==> config.mk <==
export PLATFORM = sky130hd
export DESIGN_NAME = mem_bus_arbiter
export DESIGN_NICKNAME = d
export VERILOG_FILES = /design/src/rtl/mem_bus_arbiter.sv
export SDC_FILE = /design/constraint.sdc
export NUM_CORES = 1
export LEC_CHECK = 0
export ABC_AREA = 1
export BUFFER_PORTS_ARGS = -buffer_cell sky130_fd_sc_hd__buf_2
export CAP_MARGIN = 20
export CELL_PAD_IN_SITES_DETAIL_PLACEMENT = 1
export CELL_PAD_IN_SITES_GLOBAL_PLACEMENT = 1
export CORE_MARGIN = 3
export CORE_UTILIZATION = 16
export CTS_CLUSTER_DIAMETER = 30
export CTS_CLUSTER_SIZE = 25
export DETAILED_ROUTE_END_ITERATION = 8
export PLACE_DENSITY_LB_ADDON = 0.1
export SLEW_MARGIN = 20
export SYNTH_ARGS = -nofsm -noshare
export SYNTH_HDL_FRONTEND = slang
export SYNTH_SLANG_ARGS = --single-unit
==> constraint.sdc <==
create_clock -name clk -period 1.8 [get_ports clk]
set_input_delay 0.18 -clock clk [delete_from_list [all_inputs] [get_ports clk]]
set_output_delay 0.18 -clock clk [all_outputs]
set_load 0.01 [all_outputs]
==> src/rtl/mem_bus_arbiter.sv <==
// Two-master, one-slave memory bus arbiter: round-robin grant with bounded bursts
// and a forced dead cycle on every ownership change.
module mem_bus_arbiter #(
   parameter int MAX_BURST = 4
) (
   input  logic        clk,
   input  logic        reset_n,
   input  logic        m0_rreq,
   input  logic        m0_wreq,
   input  logic [31:0] m0_addr,
   input  logic [31:0] m0_wdata,
   output logic [31:0] m0_rdata,
   output logic        m0_busy,
   output logic        m0_ack,
   input  logic        m1_rreq,
   input  logic        m1_wreq,
   input  logic [31:0] m1_addr,
   input  logic [31:0] m1_wdata,
   output logic [31:0] m1_rdata,
   output logic        m1_busy,
   output logic        m1_ack,
   output logic        s_rreq,
   output logic        s_wreq,
   output logic [31:0] s_addr,
   output logic [31:0] s_wdata,
   input  logic [31:0] s_rdata,
   input  logic        s_busy,
   input  logic        s_ack
);
   localparam int CW = $clog2(MAX_BURST + 1);
   localparam logic [CW-1:0] MAXC = CW'(MAX_BURST);

   typedef enum logic [1:0] {IDLE, OWN0, OWN1, GAP} state_e;

   state_e          state_q, state_d;
   logic            last_grant_q, last_grant_d;
   logic            next_owner_q, next_owner_d;
   logic [CW-1:0]   beat_cnt_q, beat_cnt_d;

   logic req0, req1, owning, own, req_own, req_oth, beat, last_beat;
   logic enter, enter_w;

   assign req0      = m0_rreq | m0_wreq;
   assign req1      = m1_rreq | m1_wreq;
   assign owning    = (state_q == OWN0) || (state_q == OWN1);
   assign own       = (state_q == OWN1);
   assign req_own   = own ? req1 : req0;
   assign req_oth   = own ? req0 : req1;
   assign beat      = owning & req_own & ~s_busy;
   // widened by one bit so the +1 cannot wrap when MAX_BURST fills the counter
   assign last_beat = ({1'b0, beat_cnt_q} + 1'b1) >= {1'b0, MAXC};

   always_comb begin
      state_d      = state_q;
      last_grant_d = last_grant_q;
      next_owner_d = next_owner_q;
      beat_cnt_d   = beat_cnt_q;
      enter        = 1'b0;
      enter_w      = 1'b0;
      case (state_q)
         IDLE: begin
            if (req0 | req1) begin
               enter   = 1'b1;
               enter_w = (req0 & req1) ? ~last_grant_q : req1;
            end
         end
         OWN0, OWN1: begin
            if (!req_own) begin
               state_d = IDLE;
            end else if (beat) begin
               if (last_beat && req_oth) begin
                  state_d      = GAP;
                  next_owner_d = ~own;
               end else if (beat_cnt_q != MAXC) begin
                  beat_cnt_d = beat_cnt_q + 1'b1;
               end
            end
         end
         GAP: begin
            if (next_owner_q ? req1 : req0) begin
               enter   = 1'b1;
               enter_w = next_owner_q;
            end else if (next_owner_q ? req0 : req1) begin
               enter   = 1'b1;
               enter_w = ~next_owner_q;
            end else begin
               state_d = IDLE;
            end
         end
         default: state_d = IDLE;
      endcase
      if (enter) begin
         state_d      = enter_w ? OWN1 : OWN0;
         last_grant_d = enter_w;
         beat_cnt_d   = '0;
      end
   end

   always_ff @(posedge clk or negedge reset_n) begin
      if (!reset_n) begin
         state_q      <= IDLE;
         last_grant_q <= 1'b1;
         next_owner_q <= 1'b0;
         beat_cnt_q   <= '0;
      end else begin
         state_q      <= state_d;
         last_grant_q <= last_grant_d;
         next_owner_q <= next_owner_d;
         beat_cnt_q   <= beat_cnt_d;
      end
   end

   // non-owners see a stall for as long as they keep requesting
   always_comb begin
      s_rreq   = 1'b0;
      s_wreq   = 1'b0;
      s_addr   = '0;
      s_wdata  = '0;
      m0_rdata = '0;
      m0_ack   = 1'b0;
      m0_busy  = req0;
      m1_rdata = '0;
      m1_ack   = 1'b0;
      m1_busy  = req1;
      if (state_q == OWN0) begin
         s_rreq   = m0_rreq;
         s_wreq   = m0_wreq;
         s_addr   = m0_addr;
         s_wdata  = m0_wdata;
         m0_rdata = s_rdata;
         m0_ack   = s_ack;
         m0_busy  = s_busy;
      end else if (state_q == OWN1) begin
         s_rreq   = m1_rreq;
         s_wreq   = m1_wreq;
         s_addr   = m1_addr;
         s_wdata  = m1_wdata;
         m1_rdata = s_rdata;
         m1_ack   = s_ack;
         m1_busy  = s_busy;
      end
   end
endmodule

# Yosys cells after proc, flatten, opt, wreduce, memory -nomap -nowiden
# Cells that the tools add are included.
# totals
out_inout_bits	134
input_bits	168
ff_bits	7
# op_classes
n_reduce_logical	12
eq_ne	9
mux	44
addsub	2
n_lt_le_gt_ge	1
bitwise	10
# ops
op	n
32-bit two-way mux	7
1-bit two-way mux	21
3-bit two-way mux	6
2-bit two-way mux	7
5-bit AND reduction	2
3-bit inequality test, second input constant	3
4-bit inequality test, second input constant	2
2-bit nonzero test	4
3-bit by 1-bit adder with 4-bit output, second input constant	1
2-bit equality test, second input constant	2
4-bit by 3-bit greater-or-equal comparator with 1-bit output, second input constant	1
1-bit inverter	4
1-bit case mux with 2 select lines	2
2-bit case mux with 2 select lines	1
4-bit AND reduction	1
3-bit by 1-bit adder with 3-bit output, second input constant	1
1-bit AND	3
1-bit OR	3
3-bit nonzero test	1
2-bit by 1-bit equality test with 1-bit output, second input constant	1
2-bit logical NOT	1
2-bit inequality test, second input constant	1
2-bit OR reduction	1
1-bit logical AND	1
1-bit logical OR	1

# Logic depth before layout (Yosys ltp)
# logic_depth
ltp_word	8
ltp_mapped	11
depth_no_buf	11

# Worst setup path after synthesis
# OpenSTA, ideal clock, no wires.
# synth_timing
path_kind	reg-to-output
startpoint	register state_q[0]
endpoint	output m1_busy
path_stages_with_launch	7
setup_slack_ns	0.291
required_time_ns	1.620
arrival_ns	1.329
cell_sequence	dfrtp_1 inv_1 ha_1 buf_4 buf_4 nand2_1 o21ai_0
# synth_via
elab_chain_cells	3
# synth_rtl
item	line	rtl
start: declaration	35	state_e state_q, state_d;
start signal: assignment	106	state_q <= state_d;
2-bit equality test	133	end else if (state_q == OWN1) begin
1-bit two-way mux	133	
1-bit two-way mux *	125	if (state_q == OWN0) begin
end: declaration	20	output logic m1_busy,
# Every way passes the cells marked *; elsewhere a longest branch is shown, timed or not.

# Worst setup path after layout
# layout_timing
startpoint	register state_q[1]
endpoint	output s_addr[4]
# layout_via
elab_chain_cells	3
# layout_rtl
item	line	rtl
2-bit equality test	133	
32-bit two-way mux	133	
32-bit two-way mux *	125	
end: declaration	24	output logic [31:0] s_addr,
# Marked as above.

==> results.toml <==
[synthesis]
synthTopCellsByArea = "nand2_1 (40%), nand3_1 (17%), inv_1 (7.8%)"
synth_top_area_share = 0.399
ys_ff_latch = 7
synth_common_cells = "nand2_1 (229), nand3_1 (75), inv_1 (45), nor2_1 (37), buf_2 (20)"
yosysTopAreaCell = "nand2_1"
syn-cell-area_um2 = 2150
postSynthAreaPerCell_um2 = 4.69
yosysMostFrequentCell = "nand2_1"
synth_cells = 459
synth_warnings = 0
synth_fp_nets = 633
async_flop_share = 1.00
synth-edff-count = 0
synth_ff_type = "dfrtp_1"
synth.yosys.seq_area_share = 0.0819
ys_types = 21

[global_routing]
grt_pass1_vias = 3669
grt_start_max_net_pins = 43
grt_use_total = 0.160
grt_pass1_wl_mm = 19.3
overflow = 0
antenna_found_initial = 0

[die]
die_w_um = 122
start_util = 0.167
die_h_um = 122
coreArea_um2 = 12900
rows = 41
floorplan.die_area_um2 = 14900
ioPinCount = 302

[drt]
dr.pass1.iters = 4
final_antenna_net_count = 0
via_per_inst = 4.24
vias = 3925
wl_per_cell_um = 15.0
drtIter0Drc = 136
drc = 0
routed_wl_mm = 13.9

[clocking]
cts_tree = "yes"
clk_pin_slew_ns = 0.04
htree_levels = 1
cts.sinks = 7
clock_latency_ns = 0.23
clk_path_buf_depth = 2
cts_root_buffer = "clkbuf_16"
cts_buffers = 3

[timing]
slew_viol_final = 0
finalSetupViolCount = 0
clock_skew_ns = 0.00321
fin_ws_ns = 0.0536
fmax_ghz = 0.573
worst_pin_slew_ns = 0.259
period_share = 0.970
fin_crit_ns = 1.75
report.final.hold_viol_count = 0
rsz0062_at_grt = "yes"
slew_headroom = 0.827

[setup_path]
cp_max_fo = 11
r2r_setup_slack_ns = 0.11
required_ns = 1.62
ff2ff_path_depth = 11
cp-start-kind = "flip-flop"
crit_type = "flip-flop to primary output"
timing.rr.end = "beat_cnt_q[2]"
timing.critical_path.to_type = "primary output"
arrival_ns = 1.57
r2r_start = "state_q[1]"

[placement]
dp_worst_setup_slack_ns = 0.127
dpl_cell_area_um2 = 3870
port_buffers = 301
dp_hpwl_mm = 11.3
globalplace.congestion = 0.836

[run_status]
status = "finished clean"

[run]
drv_cap = 0

[power]
vdd_drop_max_mv = 0.690
power.density_nw_per_um2 = 1560
leakagePower_uw = 0.00293

[cells_and_area]
diodes = 0
drive_gt1_frac = 0.466
nets = 928
final_area_um2 = 4160
syn_to_final_growth_pct = 93.1
utilization = 0.323
final.fill_count = 1806

[min_path]
hp-class = "input port to async pin"
[sequential cells by signal, summed over array words and instances, names as in the netlist]
signal,cells
state_q,2
last_grant_q,1
next_owner_q,1
beat_cnt_q,3
[worst max path at each step]
stage / slack [ns] / depth (start not counted) / startpoint / to
after floorplan: 0.29 / 6 / state_q[0] / m1_busy
after global placement: 0.17 / 6 / state_q[1] / m1_busy
after detailed placement: 0.13 / 8 / state_q[0] / state_q[0]
after CTS: -0.04 / 6 / state_q[1] / s_addr[2]
after global routing: -0.02 / 7 / state_q[1] / s_wdata[28]
final: 0.05 / 7 / state_q[1] / s_addr[4]
[cells in the final DEF, fill, tap and decap left out, types with 2 or more instances in the layout]
cell type | Yosys | layout
buf_4 | 5 | 4
o22ai_1 | 2 | 2
o21ai_0 | 4 | 3
nand2_4 | 3 | 3
buf_2 | 20 | 301
clkbuf_16 | 0 | 5
inv_2 | 6 | 6
buf_16 | 0 | 2
nand2_2 | 6 | 7
nand3_1 | 75 | 75
dfrtp_1 | 6 | 5
ha_4 | 0 | 2
buf_12 | 0 | 5
nor2_1 | 37 | 37
buf_6 | 0 | 5
ha_1 | 6 | 4
nand2_1 | 229 | 228
buf_8 | 0 | 2
inv_1 | 45 | 44
[critical path, cell delays in order (launching register included)]
cell and delay [ns]:
dfrtp_1 0.40, buf_4 0.15, ha_4 0.16, clkbuf_4 0.17
clkbuf_16 0.18, nand3_1 0.08, nand2_1 0.05, buf_2 0.13
[where the power goes]
part	switching, uW	internal [uW]
sequential	73.0	246
combinational	3460	2330
clock	88.5	295
total	3620	2870
[metal layers]
metal  wire, um  global-route usage  up-vias
li1           -                   -     1977
met1       5280               0.184     1788
met2       7410               0.315      150
met3       1060              0.0265       10
met4        149              0.0217        0
met5          0                   0        -
[per-stage QoR]
step / TNS (ns) / hold slack (ns) / std cells / total power [uW]
2_1_floorplan: 0 / -0.116 / 459 / 3490
3_3_place_gp: 0 / 0.0315 / 910 / 5570
3_5_place_dp: 0 / 0.0343 / 910 / 5630
4_1_cts: -0.908 / 0.321 / 916 / 6210
5_1_grt: -0.110 / 0.347 / 925 / 7170
6_report: 0 / 0.317 / 925 / 6500
[area by class of cell]
class                   instances  area [um2]  area share
repair buffers                323        1850       0.444
multi-input cells             368        1650       0.396
well taps                     172         215      0.0517
inverters                      51         196      0.0472
flip-flops and latches          7         178      0.0427
clock buffers                   4        78.8      0.0189
[repair_timing]
| action | CTS | global route |
|---|---|---|
| gates cloned | 1 | 3 |
| resized for setup | 6 | 11 |
| pin swaps | 0 | 1 |
| hold buffers | 1 | 0 |
| endpoints found under the hold margin | 6 | 0 |
| endpoints found under the setup margin | 59 | 124 |
| buffers inserted | 0 | 6 |
[cell families (layout without fill, tap and decap cells)]
kind of cell / after synthesis / in the layout / synth area share
buf+inv: 84 / 378 / 0.167
compound gates: 7 / 7 / 0.0209
flops: 7 / 7 / 0.0819
fa+ha+maj: 6 / 6 / 0.0348
simple gates: 355 / 355 / 0.696
No activity file was read; power rests on OpenSTA's default activity.
